[src/rtl/scan_decoder.sv]
// Registered one-hot decoder with direct-select and auto-scan modes.
// Scan mode holds each output for DWELL enabled cycles, then advances.
module scan_decoder #(
    parameter int N     = 2,
    parameter int DWELL = 4
) (
    input  logic              clk,
    input  logic              rst_n,
    input  logic [N-1:0]      A,
    input  logic              E,
    input  logic              MODE,
    output logic [(1<<N)-1:0] Y,
    output logic [N-1:0]      IDX,
    output logic              WRAP
);

    localparam int W = 1 << N;
    localparam logic [7:0] DWELL_LAST = 8'(DWELL - 1);
    localparam logic [W-1:0] ONE = {{(W-1){1'b0}}, 1'b1};

    typedef enum logic {
        ST_DIRECT = 1'b0,
        ST_SCAN   = 1'b1
    } state_t;

    state_t         state_q, state_n;
    logic [N-1:0]   idx_q, idx_n;
    logic [7:0]     dwell_q, dwell_n;
    logic [W-1:0]   y_q, y_n;
    logic           wrap_q, wrap_n;
    logic [N-1:0]   idx_inc;

    assign idx_inc = idx_q + 1'b1;

    // State, index, dwell and output registers.
    always_ff @(posedge clk or negedge rst_n) begin
        if (!rst_n) begin
            state_q <= ST_DIRECT;
            idx_q   <= '0;
            dwell_q <= '0;
            y_q     <= '0;
            wrap_q  <= 1'b0;
        end else begin
            state_q <= state_n;
            idx_q   <= idx_n;
            dwell_q <= dwell_n;
            y_q     <= y_n;
            wrap_q  <= wrap_n;
        end
    end

    // Next-state: direct/entry load A, otherwise pause, dwell or advance.
    always_comb begin
        state_n = MODE ? ST_SCAN : ST_DIRECT;
        idx_n   = idx_q;
        dwell_n = dwell_q;
        y_n     = y_q;
        wrap_n  = 1'b0;
        if (!MODE || state_q == ST_DIRECT) begin
            idx_n   = A;
            dwell_n = '0;
            y_n     = E ? (ONE << A) : '0;
        end else if (!E) begin
            y_n = '0;
        end else if (dwell_q >= DWELL_LAST) begin
            dwell_n = '0;
            idx_n   = idx_inc;
            y_n     = ONE << idx_inc;
            wrap_n  = (idx_q == {N{1'b1}});
        end else begin
            dwell_n = dwell_q + 8'd1;
            y_n     = ONE << idx_q;
        end
    end

    assign Y    = y_q;
    assign IDX  = idx_q;
    assign WRAP = wrap_q;

endmodule

[config.mk]
export PLATFORM = sky130hd
export DESIGN_NAME = scan_decoder
export DESIGN_NICKNAME = d
export VERILOG_FILES = /design/src/rtl/scan_decoder.sv
export SDC_FILE = /design/constraint.sdc
export NUM_CORES = 1
export LEC_CHECK = 0
export ABC_AREA = 1
export CORE_MARGIN = 1.5
export CORE_UTILIZATION = 45
export CTS_CLUSTER_DIAMETER = 100
export DETAILED_ROUTE_END_ITERATION = 6
export PLACE_DENSITY = 0.69
export SYNTH_ARGS = -nofsm -noshare
export SYNTH_HDL_FRONTEND = slang
export SYNTH_SLANG_ARGS = --single-unit
[constraint.sdc]
create_clock -name clk -period 1.6 [get_ports clk]
set_clock_uncertainty 0.1 [all_clocks]
set_input_delay 0.32 -clock clk [delete_from_list [all_inputs] [get_ports clk]]
set_output_delay 0.32 -clock clk [all_outputs]
set_load 0.02 [all_outputs]
==> results.py <==
metrics = {
    "floorplanning": {
        "dieArea_mm2": 0.00196,
        "core_area_mm2": 0.00154,
        "io_pins": 13,
        "dieHeight_um": 44.3,
        "std_cell_rows": 14,
        "start_util": 0.497,
        "die_w_um": 44.3,
    },
    "routing": {
        "drt_iter0_markers": 10,
        "drt_first_pass_iters": 4,
        "wl_per_cell_um": 11.7,
        "num_vias": 638,
        "ant_nets": 0,
        "via_per_inst": 5.06,
        "wl_met3_um": 62,
        "wl_met2_um": 708,
        "routedLengthMet1_um": 665,
        "top_layer": "met4",
        "routed_wirelength_um": 1480,
        "drc": 0,
    },
    "critical_path": {
        "required_ns": 1.18,
        "path_cells": "dlygate4sd2_1",
        "cp_top_family": "flip-flops",
        "reg2reg_depth": 8,
        "start_kind": "flop",
        "crit_end": "IDX[0]",
        "regToRegSetupSlack_ns": 0.12,
        "cp-startpoint": "IDX[0]",
        "critical_path_depth": 1,
        "cp_slowest_cell": "dfrtp_1",
        "critical_path_buf_inv_count": 1,
        "arrival_ns": 1.10,
        "critPathKind": "reg2out",
        "end_kind": "output port",
        "crit_fanout": 6,
        "r2r-start": "dwell_q[0]",
        "cp_slowest_stage_delay_ns": 0.45,
        "r2r-end": "Y[3]",
    },
    "layout": {
        "stdcell_area_um2": 991,
        "final_util": 0.643,
        "fin_cells": 126,
        "area_growth_pct": 29.4,
        "n_antenna_cell": 0,
        "drive_gt1_frac": 0.236,
        "fin_nets": 119,
    },
    "sta": {
        "slew_headroom": 0.850,
        "tns_ns": 0,
        "finalSetupViolations": 0,
        "final-hold-violation-count": 0,
        "post-route-period-util": 0.952,
        "fmax_mhz": 657,
        "worst_pin_slew_ns": 0.224,
        "holdWs_ns": 0.226,
        "min_period_ns": 1.52,
        "grt_setup_unrepaired": "no",
        "slew_violations": 0,
    },
    "min_path": {
        "hold_class": "in2async",
    },
    "grt": {
        "antenna_found_initial": 0,
        "grt.overflow.total": 0,
        "grt.total_usage": 0.185,
        "grt_pass1_wl_um": 2530,
        "grt_max_degree": 17,
        "grt_pass1_vias": 602,
    },
    "cts": {
        "cts-root-buf": "clkbuf_4",
        "cts_tree": "built",
        "cts_made_buffers": 3,
        "cts.clk_slew.worst_paths_ns": 0.09,
        "cts_max_level": 1,
        "clkSinkCount": 16,
        "clock_latency_ns": 0.30,
        "cts.hold.buffers_added": 0,
        "cts_buffer_depth": 2,
    },
    "pwr": {
        "power.share.switching": 0.288,
        "p_sw_mw": 0.264,
        "p_clk_frac": 0.300,
        "power.leakage_nw": 0.517,
        "power_frac_comb": 0.205,
        "vdd_drop_max_v": 0.000554,
        "power_density_mw_per_mm2": 922,
        "intPower_mw": 0.650,
        "p_seq_frac": 0.496,
    },
    "logic_synthesis": {
        "syn_avg_cell_area_um2": 8.70,
        "synth_seq_area_share": 0.523,
        "ys_ff_latch": 16,
        "syn_area_um2": 766,
        "ys_warn_count": 0,
        "netlist_top_cells_area": "dfrtp_1, nand2_1, inv_1",
        "synthCells": 88,
        "yosysTopAreaCell": "dfrtp_1",
        "synth_cell_type_count": 19,
        "synth.top_cell.area_share": 0.523,
        "syn_nets": 96,
    },
    "placement": {
        "dp_hpwl_um": 1090,
        "gp_congestion": 0.866,
        "io_buffers": 12,
        "place_area_um2": 963,
        "dpl.cell_count": 122,
    },
    "status": {
        "status": "completed",
    },
    "flow_run": {
        "drv_cap": 0,
    },
}
state kept, by name, summed over array words and instances, names as in the netlist:
name	count
Y	4
IDX	2
WRAP	1
dwell_q	8
state_q	1
layout by cell type, fill, tap and decap left out, drive strengths merged:
cell type / Yosys / routed
nand2: 23 / 23
dfrtp: 16 / 16
nor2: 14 / 14
o21ai: 6 / 6
clkinv: 2 / 2
ha: 2 / 2
inv: 14 / 14
buf: 0 / 6
a21oi: 3 / 3
nand3: 3 / 3
dlygate4sd2: 0 / 7
nand4: 4 / 4
clkdlybuf4s50: 0 / 5
or2: 1 / 1
clkbuf: 0 / 4
power by group through the flow:
stage / Clock (mW) / Sequential, mW / Combinational (mW)
floorplan: 0 / 0.476 / 0.0885
global placement: 0 / 0.460 / 0.194
detailed placement: 0 / 0.461 / 0.197
CTS: 0.282 / 0.453 / 0.189
global route: 0.299 / 0.456 / 0.208
finish: 0.274 / 0.453 / 0.187
cells in the mapped netlist:
master and instances:
nand2_2 6, or2_1 1, inv_1 11, nor2_1 10, nand2_1 17, nand3_2 1
a21oi_1 3, o21ai_2 1, o21ai_0 2, nand4_1 4, nor2_4 1, dfrtp_1 16
o21ai_4 1, o21ai_1 2, inv_2 3, clkinv_1 2, ha_1 2, nor2_2 3
nand3_1 2
logic make-up after synthesis:
kind of cell | after synthesis | share of synthesized area
and+or+nand+nor | 45 | 0.288
adders and majority gates | 2 | 0.0327
buffers and inverters | 16 | 0.0784
AOI/OAI and AO/OA | 9 | 0.0784
DFF | 16 | 0.523
how the worst min path moves through the flow:
stage          startpoint         end  slack (ns)  depth (start not counted)
2_1_floorplan       rst_n      IDX[0]       -0.08                          0
3_3_place_gp   dwell_q[0]  dwell_q[0]        0.37                          1
3_5_place_dp   dwell_q[0]  dwell_q[0]        0.38                          1
4_1_cts             rst_n      IDX[1]        0.23                          2
5_1_grt             rst_n  dwell_q[2]        0.26                          2
6_report            rst_n      IDX[1]        0.23                          2
per-layer routing:
layer,global-route usage,vias up
met5,0,-
met4,0.121,0
met3,0.0367,5
met2,0.306,18
met1,0.216,300
li1,-,315
repair_timing:
action	CTS	global route
resized for setup	7	0
buffers inserted	0	0
endpoints found under the setup margin	7	1
pin swaps	0	1
through the flow:
step	power [mW]	setup WS (ns)
after floorplan	0.565	0.251
after global placement	0.654	-0.00860
after detailed placement	0.658	-0.0424
after CTS	0.924	0.0694
after global routing	0.963	0.00949
final	0.914	0.0775
cell type report:
class | count | area, µm²
fill | 130 | 551
sequential | 16 | 400
multi-input combinational | 56 | 305
timing repair buffer | 18 | 169
inverter | 16 | 60.1
clock buffer | 4 | 36.3
tap | 16 | 20.0
Note: power is estimated with default switching activity, not from simulation.
